[src/rtl/v2_pulse_gen.sv]
// Synthetic exponential-pulse source for self-test of the v2 shaping filter chain.
// Injects a programmable pulse train into a decaying fixed-point accumulator.
package package_settings;
   parameter int SIZE_ADC_DATA = 12;
endpackage

module v2_pulse_gen
   import package_settings::*;
#(
   parameter int          DATA_W      = SIZE_ADC_DATA,
   parameter int          FRAC_W      = 8,
   parameter int          DECAY_SHIFT = 5,
   parameter int          PERIOD_W    = 16,
   parameter int unsigned BASELINE    = 0
)(
   input  logic                clk,
   input  logic                reset,
   input  logic                start,
   input  logic                stop,
   input  logic [DATA_W-1:0]   amplitude,
   input  logic [PERIOD_W-1:0] period,
   input  logic [7:0]          count,
   output logic [DATA_W-1:0]   output_data,
   output logic                pulse_strobe,
   output logic                busy,
   output logic                done,
   output logic [1:0]          o_dbg_state
);

   localparam int ACC_W = DATA_W + FRAC_W;
   localparam logic [DATA_W-1:0] BASE_V = DATA_W'(BASELINE);

   typedef enum logic [1:0] {
      S_IDLE  = 2'd0,
      S_RUN   = 2'd1,
      S_DRAIN = 2'd2
   } state_t;

   state_t              r_state;
   state_t              w_next_state;
   logic [ACC_W-1:0]    r_acc;
   logic [DATA_W-1:0]   r_amp;
   logic [PERIOD_W-1:0] r_per;
   logic [PERIOD_W-1:0] r_pcnt;
   logic [7:0]          r_rem;

   logic                w_inj;
   logic [ACC_W-1:0]    w_decayed;
   logic [ACC_W:0]      w_acc_sum;
   logic [ACC_W-1:0]    w_acc_n;
   logic                w_drain_end;
   logic [DATA_W:0]     w_out_sum;
   logic [DATA_W-1:0]   w_out_sat;

   // start is a one-cycle request honoured only in IDLE; stop is honoured only
   // in RUN and beats an injection due in the same cycle.

   // Decay, optional injection, then clamp the accumulator to all-ones.
   always_comb begin
      w_decayed   = r_acc - (r_acc >> DECAY_SHIFT);
      w_acc_sum   = {1'b0, w_decayed} +
                    (w_inj ? {1'b0, r_amp, {FRAC_W{1'b0}}} : {(ACC_W+1){1'b0}});
      w_acc_n     = w_acc_sum[ACC_W] ? {ACC_W{1'b1}} : w_acc_sum[ACC_W-1:0];
      w_drain_end = (r_state == S_DRAIN) && (w_acc_n[ACC_W-1:FRAC_W] == '0);
      w_out_sum   = {1'b0, BASE_V} + {1'b0, w_acc_n[ACC_W-1:FRAC_W]};
      w_out_sat   = w_out_sum[DATA_W] ? {DATA_W{1'b1}} : w_out_sum[DATA_W-1:0];
   end

   always_ff @(posedge clk or negedge reset) begin
      if (!reset) begin
         r_state <= S_IDLE;
      end else begin
         r_state <= w_next_state;
      end
   end

   always_comb begin
      w_next_state = r_state;
      case (r_state)
         S_IDLE: begin
            if (start) w_next_state = S_RUN;
         end
         S_RUN: begin
            if (stop)                        w_next_state = S_DRAIN;
            else if (w_inj && r_rem == 8'd1) w_next_state = S_DRAIN;
         end
         S_DRAIN: begin
            if (w_drain_end) w_next_state = S_IDLE;
         end
         default: w_next_state = S_IDLE;
      endcase
   end

   always_comb begin
      w_inj       = (r_state == S_RUN) && (r_pcnt == '0) && !stop;
      busy        = (r_state != S_IDLE);
      o_dbg_state = r_state;
   end

   always_ff @(posedge clk or negedge reset) begin
      if (!reset) begin
         r_acc        <= '0;
         r_amp        <= '0;
         r_per        <= '0;
         r_pcnt       <= '0;
         r_rem        <= '0;
         output_data  <= BASE_V;
         pulse_strobe <= 1'b0;
         done         <= 1'b0;
      end else begin
         pulse_strobe <= w_inj;
         done         <= w_drain_end;
         output_data  <= w_out_sat;
         r_acc        <= (r_state == S_IDLE || w_drain_end) ? '0 : w_acc_n;
         case (r_state)
            S_IDLE: begin
               if (start) begin
                  r_amp  <= amplitude;
                  r_per  <= (period == '0) ? PERIOD_W'(1) : period;
                  r_rem  <= count;
                  r_pcnt <= '0;
               end
            end
            S_RUN: begin
               // rem == 0 is continuous mode and is never counted down.
               if (w_inj) begin
                  r_pcnt <= r_per - PERIOD_W'(1);
                  if (r_rem > 8'd1) r_rem <= r_rem - 8'd1;
               end else if (r_pcnt != '0) begin
                  r_pcnt <= r_pcnt - PERIOD_W'(1);
               end
            end
            default: ;
         endcase
      end
   end

endmodule

[config.mk]
export PLATFORM = sky130hd
export DESIGN_NAME = v2_pulse_gen
export DESIGN_NICKNAME = d
export VERILOG_FILES = /design/src/rtl/v2_pulse_gen.sv
export SDC_FILE = /design/constraint.sdc
export NUM_CORES = 1
export LEC_CHECK = 0
export CORE_ASPECT_RATIO = 0.7
export CORE_MARGIN = 3
export CORE_UTILIZATION = 54
export DETAILED_ROUTE_END_ITERATION = 16
export PLACE_DENSITY = 0.83
export SYNTH_ARGS = -nofsm -noshare
export SYNTH_HDL_FRONTEND = slang
export SYNTH_SLANG_ARGS = --single-unit
[constraint.sdc]
create_clock -name clk -period 11.2 [get_ports clk]
set_input_delay 1.12 -clock clk [delete_from_list [all_inputs] [get_ports clk]]
set_output_delay 1.12 -clock clk [all_outputs]
set_load 0.1 [all_outputs]
Word level (Yosys, flattened, before mapping)
Index checks and enable logic that the tools add are counted.
{"block": "word_totals", "regBits": 88, "inputBits": 40, "wordCells": 58}
{"block": "op_classes", "n_addsub": 5, "magnitude_cmp": 1, "eq_ne": 9, "mux": 17, "reduce_logical": 17}
{"op": "16-bit 2-to-1 mux", "n": 4}
{"op": "20-bit 2-to-1 mux", "n": 3}
{"op": "16-bit zero test", "n": 2}
{"op": "16-bit case mux with 2 select lines", "n": 1}
{"op": "16-bit by 1-bit subtractor with 16-bit output (second input constant)", "n": 2}
{"op": "8-bit 2-to-1 mux", "n": 3}
{"op": "20-bit by 20-bit adder with 21-bit output", "n": 1}
{"op": "20-bit by 15-bit subtractor with 20-bit output", "n": 1}
{"op": "8-bit case mux with 2 select lines", "n": 1}
{"op": "16-bit nonzero test", "n": 1}
{"op": "12-bit zero test", "n": 1}
{"op": "8-bit by 1-bit equality test with 1-bit output (second input constant)", "n": 1}
{"op": "8-bit by 1-bit > comparator with 1-bit output (second input constant)", "n": 1}
{"op": "2-bit 2-to-1 mux", "n": 4}
{"op": "8-bit by 1-bit subtractor with 8-bit output (second input constant)", "n": 1}
{"op": "2-bit != test (second input constant)", "n": 3}
{"op": "2-bit case mux with 3 select lines", "n": 1}
{"op": "3-bit AND reduction", "n": 2}
{"op": "1-bit logical AND", "n": 4}
{"op": "4-bit AND reduction", "n": 1}
{"op": "2-bit nonzero test", "n": 2}
{"op": "3-bit by 2-bit != test with 1-bit output (second input constant)", "n": 1}
{"op": "3-bit != test (second input constant)", "n": 1}
{"op": "2-bit by 1-bit equality test with 1-bit output (second input constant)", "n": 1}
{"op": "6 further kinds", "n": 6}

Depth between registers and ports, before layout
Gate-level depths: netlist (run 1).
{"block": "logic_depth", "ltp_word": 10, "mapped_depth": 19, "mapped_depth_nobuf": 18}

Worst setup path after synthesis (run 1)
No wires, ideal clock.
{"block": "synth_path", "kind": "input port to flip-flop", "startpoint": "input stop", "endpoint": "register r_acc[2]", "setup_time_ps": 142, "t_arrival_ps": 4368, "slack_ps": 6690, "stages": 13, "cell_sequence": "or3b_2 nor4_4 clkbuf_1 and3_1 ha_1 and3_1 a22oi_1 o211ai_1 or4_1 a311oi_1 and4bb_2 buf_2 a211oi_1"}
{"block": "synth_via", "elab_chain_cells": 9}
{"element": "from (decl)", "line": "19", "text": "input logic stop,"}
{"element": "1-bit zero test *", "line": "95", "text": "w_inj = (r_state == S_RUN) && (r_pcnt == '0) && !stop;"}
{"element": "1-bit logical AND *", "line": "95"}
{"element": "20-bit 2-to-1 mux *", "line": "62", "text": "(w_inj ? {1'b0, r_amp, {FRAC_W{1'b0}}} : {(ACC_W+1){1'b0}});"}
{"element": "20-bit by 20-bit adder with 21-bit output *", "line": "61", "text": "w_acc_sum = {1'b0, w_decayed} +"}
{"element": "20-bit 2-to-1 mux *", "line": "63", "text": "w_acc_n = w_acc_sum[ACC_W] ? {ACC_W{1'b1}} : w_acc_sum[ACC_W-1:0];"}
{"element": "12-bit zero test", "line": "64", "text": "w_drain_end = (r_state == S_DRAIN) && (w_acc_n[ACC_W-1:FRAC_W] == '0);"}
{"element": "1-bit logical AND", "line": "64"}
{"element": "1-bit logical OR", "line": "114", "text": "r_acc <= (r_state == S_IDLE || w_drain_end) ? '0 : w_acc_n;"}
{"element": "20-bit 2-to-1 mux *", "line": "114"}
{"element": "to (signal assigned)", "line": "114"}
{"element": "to (decl)", "line": "41", "text": "logic [ACC_W-1:0] r_acc;"}
Mark *: on every way between the ends. The rest lies on a longest branch, timed or not.
A chain may end at the register's enable or synchronous reset.

Final worst setup path (run 1)
{"block": "layout_path", "startpoint": "input stop", "endpoint": "register r_acc[7]"}
Same word-level chain as after synthesis.

==> flow_metrics.env, run 1 <==
export IMPL_chipHeight_um=91.1
export IMPL_synth_area_leader_cell="dfrtp_1"
export IMPL_avgViaCountPerCell=6.36
export IMPL_startpoint="stop"
export IMPL_layout_drive_gt1_share=0.0929
export IMPL_yosys_cell_count_top_type="dfrtp_1"
export IMPL_outcome="finished clean"
export IMPL_slew_headroom=0.190
export IMPL_synth_area_top_cells="dfrtp_1 (39%), ha_1 (6.7%), mux2_2 (5.4%)"
export IMPL_cts_resized=0
export IMPL_core_um2=9870
export IMPL_max_cap_violations=0
export IMPL_cts_tree="done"
export IMPL_clk_latency_ns=0.34
export IMPL_ios=57
export IMPL_drv_slew=0
export IMPL_worst_setup_path_type="in2reg"
export IMPL_clk_pin_slew_ns=0.06
export IMPL_routed_wl_mm=14.5
export IMPL_synth_top_area_share=0.394
export IMPL_fin_setup_tns_ns=0
export IMPL_holdBufCountCts=0
export IMPL_worstHoldStart="r_amp[8]"
export IMPL_place_hpwl_mm=10.8
export IMPL_worst_slew_pin_slew_ns=1.21
export IMPL_crit_path_end_kind="flop"
export IMPL_cts_sinks=88
export IMPL_area_growth_syn_to_layout_pct=17.4
export IMPL_syn_cell_area_um2=5590
export IMPL_fin_crit_ns=5.16
export IMPL_initial_core_util=0.566
export IMPL_htreeDepth=3
export IMPL_synth_top_cells_by_count="dfrtp_1 (88), a21oi_1 (44), nor2_1 (42)"
export IMPL_post_cts_repair_setup_buffers=0
export IMPL_hold_viol_final=0
export IMPL_drc=0
export IMPL_clock_path_buffers=2
export IMPL_syn_area_per_cell_um2=9.36
export IMPL_yosysWarningCount=0
export IMPL_fmax_ghz=0.194
export IMPL_routabilityCongestion=0.937
export IMPL_die_w_um=128
export IMPL_ys_flop_type="dfrtp_1"
export IMPL_row_count=30
export IMPL_antenna_cells=0
export IMPL_nNetsFinal=713
export IMPL_synth_seq_area_share=0.394
export IMPL_ys_ff_latch=88
export IMPL_finalCritPeriodShare=0.461
export IMPL_setup_viol=0
export IMPL_syn_inst=597
export IMPL_synth_edf_count=0
export IMPL_antenna_left=0
export IMPL_finClkSkew_ns=0.00831
export IMPL_path_max_fanout=17
export IMPL_first_pass_iters=5
export IMPL_antenna_found_initial=1
export IMPL_wire_per_inst_um=18.8
export IMPL_syn_nets=669
export IMPL_vias=4926
export IMPL_portBuffers=56
export IMPL_rsz0062_at_grt="no"
export IMPL_root_buffer="clkbuf_16"
export IMPL_async_flop_share=1.00
export IMPL_gr_total_overflow=0
export IMPL_grt_pass1_vias=4815
export IMPL_drtIter0Drc=473
export IMPL_grt_pass1_wl_mm=24.4
export IMPL_required_ns=11.36
export IMPL_grt_start_max_net_pins=67
export IMPL_r2r_start="r_acc[6]"
export IMPL_cp_arrival_ns=5.32
export IMPL_cp_start_kind="primary input"
export IMPL_dieArea_um2=11600
export IMPL_hold_class="reg2reg"
export IMPL_cts_buffers=9
export IMPL_synth_cell_types=66
export IMPL_grt_usage=0.262
[area by class of cell]
| cell class | instances | area (um2) |
|---|---|---|
| tap | 128 | 160 |
| timing repair buffer | 58 | 573 |
| multi-input combinational | 453 | 3170 |
| inverter | 31 | 116 |
| fill | 797 | 3310 |
| sequential | 88 | 2200 |
| clock buffer | 12 | 267 |
| clock inverter | 4 | 75.1 |
[registers in the layout, indices dropped and copies added, names as in the netlist]
register      cells
r_pcnt           16
r_acc            20
done              1
pulse_strobe      1
output_data      12
r_amp            12
r_rem             8
o_dbg_state       2
r_per            16
[worst max-delay path: stages]
cell and delay, ns:
clkdlybuf4s50_1 0.44, or3b_2 0.53, nor4_4 0.63, and3_1 0.27, ha_1 0.32, and3_1 0.18
a22oi_1 0.25, o211ai_1 0.19, or4_1 0.42, a311oi_1 0.40, and4bb_2 0.47, a211oi_1 0.09
[path summary, 6_finish.rpt]
check,to,slack (ns),cells after the start
max in group asynchronous,r_amp[10],9.39,2
worst min register to register,r_amp[8],0.50,1
worst max-delay path,r_acc[7],6.04,12
min in group asynchronous,r_acc[2],0.67,1
worst min-delay path,r_amp[8],0.50,1
worst max register to register,r_acc[7],6.31,15
[layout by cell type, fill, tap and decap left out, types with 12 or more instances in the layout]
cell type / n
nor4_1: 13
nand2_1: 32
xnor2_1: 18
nor3_1: 17
a31oi_1: 12
mux2_2: 27
nand3_1: 12
ha_1: 30
nand2b_1: 13
a21oi_1: 44
dfrtp_1: 88
a211oi_1: 18
inv_1: 30
o21ai_0: 31
nor2_1: 42
clkdlybuf4s50_1: 55
and3_1: 18
[stage by stage]
step	util	hold WS, ns	std cells	worst slack, ns	instance area, um2
CTS	0.665	0.502	774	6.10	6560
floorplan	-	0.448	597	6.69	5590
global placement	0.630	0.467	758	5.84	6220
detailed placement	0.630	0.488	758	5.77	6220
finish	0.665	0.501	774	6.04	6560
global route	0.665	0.515	774	5.75	6560
[layer usage]
metal,global-route usage,vias to the layer above,routed length [um]
met1,0.392,2365,6840
met2,0.380,231,6330
li1,-,2297,-
met4,0.0813,2,278
met5,0,-,7
met3,0.0553,31,1090
[kinds of logic (layout without fill, tap and decap cells)]
| logic type | count (synthesis) | after routing | synth area share |
|---|---|---|---|
| buffers and inverters | 56 | 105 | 0.0392 |
| multiplexers | 33 | 33 | 0.0652 |
| XOR/XNOR | 23 | 23 | 0.0360 |
| AO/OA/AOI/OAI | 170 | 170 | 0.196 |
| flip-flops | 88 | 88 | 0.394 |
| adder cells (fa/ha/maj) | 32 | 32 | 0.0743 |
| AND/OR/NAND/NOR | 195 | 195 | 0.195 |
Power of run 1 is left out: the tool's default activity adds up to more than one toggle a clock period on the data nets, which glitch-free logic cannot reach.
==> run 2: changes to the inputs <==
Settings changed: CORE_UTILIZATION 54 to 52, PLACE_DENSITY 0.83 to 0.84.
Clock period 11.2 ns to 4.3 ns, I/O delays scaled along.
==> run 2 against run 1 <==
Effect of this change:
- the flow now finishes with violations (setup timing)
- non-clock buffer count is 54 higher
- first-iteration DRC count is 9.3% higher
- global-route usage is 1.4 points higher
- final area is 11% higher
- worst setup slack worse by 6.1 ns
- highest routed layer is now met4
==> flow_metrics.env, run 2 (synthesis results as in run 1) <==
export IMPL_reg_top3="r_acc x20, r_pcnt x16, r_per x16"
export IMPL_path_max_fanout=5
export IMPL_cp_start_kind="flop"
export IMPL_grt_start_max_net_pins=89
export IMPL_root_buffer="clkbuf_16"
export IMPL_area_growth_syn_to_layout_pct=29.8
export IMPL_cts_buffers=9
export IMPL_grt_pass1_wl_mm=26.3
export IMPL_setup_viol=10
export IMPL_worst_setup_path_type="reg2reg"
export IMPL_antenna_cells=0
export IMPL_portBuffers=56
export IMPL_fin_setup_tns_ns=-0.547
export IMPL_finalCritPeriodShare=1.02
export IMPL_fin_crit_ns=4.37
export IMPL_dp_slack_ns=-0.161
export IMPL_avgViaCountPerCell=6.35
export IMPL_max_flop_register="r_acc"
export IMPL_largest_reg_flops=20
export IMPL_vias=5265
export IMPL_drtIter0Drc=517
export IMPL_gr_total_overflow=0
export IMPL_finClkSkew_ns=0.00653
export IMPL_cts_sinks=88
export IMPL_worst_slew_pin_slew_ns=1.14
export IMPL_core_um2=10100
export IMPL_dieArea_um2=12000
export IMPL_crit_path_end_kind="flop"
export IMPL_wire_per_inst_um=20.1
export IMPL_grt_usage=0.276
export IMPL_setup_ws_ns=-0.0702
export IMPL_holdBufCountCts=0
export IMPL_cts_tree="done"
export IMPL_drv_slew=0
export IMPL_routabilityCongestion=0.941
export IMPL_outcome="finished, violations left"
export IMPL_initial_core_util=0.555
export IMPL_die_w_um=130
export IMPL_clk_pin_slew_ns=0.06
export IMPL_cp_arrival_ns=4.66
export IMPL_ios=57
export IMPL_max_cap_violations=0
export IMPL_fmax_ghz=0.229
export IMPL_chipHeight_um=92.7
export IMPL_routed_wl_mm=16.7
export IMPL_drc=0
export IMPL_nNetsFinal=768
export IMPL_row_count=30
export IMPL_first_pass_iters=5
export IMPL_final_common_cell="dfrtp_1"
export IMPL_place_hpwl_mm=11.4
export IMPL_fillers=738
export IMPL_clk_latency_ns=0.34
export IMPL_grt_pass1_vias=5218
export IMPL_required_ns=4.58
export IMPL_layout_drive_gt1_share=0.230
export IMPL_clock_path_buffers=2
export IMPL_hold_class="in2async"
export IMPL_antenna_found_initial=0
export IMPL_hold_viol_final=0
export IMPL_htreeDepth=3
export IMPL_antenna_left=0
export IMPL_rsz0062_at_grt="yes"
export IMPL_mostFrequentLayoutCells="dfrtp_1 (85), clkdlybuf4s50_1 (55), buf_4 (54)"
export IMPL_violations="setup timing"
export IMPL_slew_headroom=0.243
run 2: cell count changes in the layout (fill, tap and decap cells not counted), moves of 6 or more:
cell | before | now
buf_4 | 3 | 54
a21oi_1 | 44 | 38
ha_1 | 30 | 24
a21oi_2 | 0 | 6
run 2: layer usage:
layer,share of wire,up-vias,global-route usage
li1,-,2408,-
met1,0.45,2554,0.406
met2,0.44,265,0.401
met3,0.084,38,0.0674
met4,0.018,0,0.0865
met5,0,-,0
run 2: cell type report:
| cell class | count | area [um2] | area share |
|---|---|---|---|
| timing repair buffer | 112 | 998 | 0.138 |
| multi-input combinational | 454 | 3450 | 0.476 |
| inverter | 31 | 116 | 0.0160 |
| sequential | 88 | 2210 | 0.304 |
| clock buffer | 12 | 267 | 0.0367 |
| tap | 128 | 160 | 0.0221 |
| clock inverter | 4 | 51.3 | 0.00707 |
run 2: metrics by stage:
stage                     cell area (um2)  hold slack (ns)  utilization  instances
after floorplan                      5590            0.134            -        597
after global routing                 7250            0.411        0.721        829
after global placement               6590            0.465        0.655        805
after detailed placement             6590            0.477        0.655        805
after CTS                            7040            0.361        0.700        826
final                                7250            0.295        0.721        829
run 2: path summary, 6_finish.rpt:
path | from | end | slack, ns | depth (start not counted)
worst max-delay path | r_acc[5] | done | -0.07 | 18
worst min-delay path | reset | r_acc[3] | 0.30 | 1
worst max register to register | r_acc[5] | done | -0.07 | 18
worst min register to register | r_rem[6] | r_rem[6] | 0.50 | 1
max in group asynchronous | reset | o_dbg_state[0] | 3.24 | 1
min in group clk | r_rem[6] | r_rem[6] | 0.50 | 1
run 2: timing repair:
item | in CTS | in global routing
setup endpoints to repair | 10 | 31
resized for setup | 19 | 39
setup buffers | 4 | 3
pin swaps | 10 | 12
cloned | 1 | 0
run 2: critical path: stages (launching register included):
cell and delay, ns:
dfrtp_1 0.40, buf_6 0.13, ha_4 0.16, a21o_1 0.19, or3_4 0.33, o211ai_1 0.31
nand2_1 0.15, buf_4 0.16, nor2_1 0.11, xnor2_1 0.15, ha_1 0.30, buf_4 0.15
o211ai_1 0.27, o211ai_1 0.22, nand4_1 0.21, o2111ai_4 0.13, a311oi_4 0.44, and4bb_4 0.37
and2_1 0.14
Power of run 2 is left out for the same reason.
==> run 3: changes to the inputs <==
Settings changed: CORE_UTILIZATION 52 to 45, PLACE_DENSITY 0.84 to 0.75.
==> run 3 against run 2 <==
Effect of this change:
- the run still ends with setup timing left
- maximum frequency down 1.3%
- clock skew up 0.0020 ns
- worst setup slack worse by 0.058 ns
- final area shrank 3.0%
- first-iteration DRC count increased by 1.4%
- core utilization is 13 points lower
- non-clock buffer count decreased by 13
- sequential cell count stayed put
- hold slack got worse by 0.014 ns
- sequential share of layout area grew 0.91 points
- die area is 15% higher
- critical endpoint unchanged
==> flow_metrics.env, run 3 (synthesis results as in run 1) <==
export IMPL_ios=57
export IMPL_fmax_ghz=0.226
export IMPL_hold_class="in2async"
export IMPL_path_max_fanout=5
export IMPL_max_flop_register="r_acc"
export IMPL_required_ns=4.58
export IMPL_dieArea_um2=13800
export IMPL_reg_top3="r_acc x20, r_pcnt x16, r_per x16"
export IMPL_worst_slew_pin_slew_ns=1.10
export IMPL_layout_drive_gt1_share=0.196
export IMPL_outcome="finished, violations left"
export IMPL_area_growth_syn_to_layout_pct=25.9
export IMPL_cp_arrival_ns=4.71
export IMPL_worst_setup_path_type="reg2reg"
export IMPL_cp_start_kind="flop"
export IMPL_antenna_found_initial=1
export IMPL_initial_core_util=0.468
export IMPL_grt_pass1_wl_mm=24.2
export IMPL_wire_per_inst_um=17.8
export IMPL_gr_total_overflow=0
export IMPL_nNetsFinal=755
export IMPL_largest_reg_flops=20
export IMPL_cts_sinks=88
export IMPL_drtIter0Drc=524
export IMPL_finClkSkew_ns=0.00857
export IMPL_final_common_cell="dfrtp_1"
export IMPL_die_w_um=139
export IMPL_grt_start_max_net_pins=89
export IMPL_root_buffer="clkbuf_16"
export IMPL_hold_viol_final=0
export IMPL_clk_latency_ns=0.34
export IMPL_grt_usage=0.215
export IMPL_clk_pin_slew_ns=0.06
export IMPL_violations="setup timing"
export IMPL_antenna_cells=0
export IMPL_finalCritPeriodShare=1.03
export IMPL_portBuffers=56
export IMPL_drc=0
export IMPL_setup_ws_ns=-0.128
export IMPL_htreeDepth=3
export IMPL_fin_hold_ws_ns=0.281
export IMPL_slew_headroom=0.265
export IMPL_antenna_left=0
export IMPL_row_count=33
export IMPL_clock_path_buffers=2
export IMPL_fin_crit_ns=4.43
export IMPL_place_hpwl_mm=10.5
export IMPL_first_pass_iters=5
export IMPL_core_um2=11900
export IMPL_max_cap_violations=0
export IMPL_routed_wl_mm=15.0
export IMPL_crit_path_end_kind="flop"
export IMPL_grt_pass1_vias=4705
export IMPL_mostFrequentLayoutCells="dfrtp_1 (86), clkdlybuf4s50_1 (55), buf_4 (44)"
export IMPL_dp_slack_ns=-0.186
export IMPL_reg2reg_setup_slack_ns=-0.13
export IMPL_cts_buffers=9
export IMPL_routabilityCongestion=0.941
export IMPL_chipHeight_um=99.2
export IMPL_setup_viol=10
export IMPL_avgViaCountPerCell=6.09
export IMPL_drv_slew=0
export IMPL_vias=5144
export IMPL_cts_tree="done"
export IMPL_rsz0062_at_grt="yes"
run 3: metal layers:
layer	routed length, um	up-vias	GRT usage
met2	6490	202	0.306
met3	945	23	0.0495
met5	20	-	0
met1	7340	2537	0.325
li1	-	2380	-
met4	239	2	0.0639
run 3: worst paths after layout:
| path | from | to | cells past startpoint |
|---|---|---|---|
| worst max-delay path | r_acc[0] | done | 19 |
| worst min-delay path | reset | r_pcnt[13] | 1 |
| worst max register to register | r_acc[0] | done | 19 |
| worst min register to register | r_amp[7] | r_amp[7] | 1 |
| max in group asynchronous | reset | o_dbg_state[1] | 1 |
| min in group clk | r_amp[7] | r_amp[7] | 1 |
run 3: worst max-delay path: stages (launching register included):
cell	delay, ns
dfrtp_1	0.36
inv_1	0.05
ha_2	0.19
fa_2	0.23
nor2b_2	0.05
o31a_1	0.33
o211ai_1	0.30
nand2_1	0.11
a21oi_2	0.15
xnor2_1	0.09
ha_2	0.20
fa_2	0.40
a211oi_4	0.31
o211ai_1	0.15
buf_4	0.17
nand4_1	0.18
o2111ai_2	0.18
a311oi_4	0.42
and4bb_4	0.36
and2_1	0.15
run 3: metrics by stage:
step	setup TNS [ns]	util	area, um2	cells
CTS	0	0.577	6890	837
global route	-3.18	0.590	7040	845
finish	-1.03	0.590	7040	845
detailed placement	-1.40	0.543	6480	817
global placement	-0.00502	0.543	6480	817
floorplan	0	-	5590	597
run 3: timing repair:
action                                  CTS  global route
pin swaps                                 7            28
setup buffers                             3             9
hold buffers                              0             0
endpoints found under the setup margin   10            29
resized for setup                        14            23
gates cloned                              1             0
run 3: area by class of cell:
class,instances,area [um2]
tap,157,196
inverter,31,116
clock inverter,5,56.3
multi-input combinational,454,3340
sequential,88,2200
clock buffer,11,243
timing repair buffer,99,881
fill,970,4900
Power of run 3 is left out for the same reason.
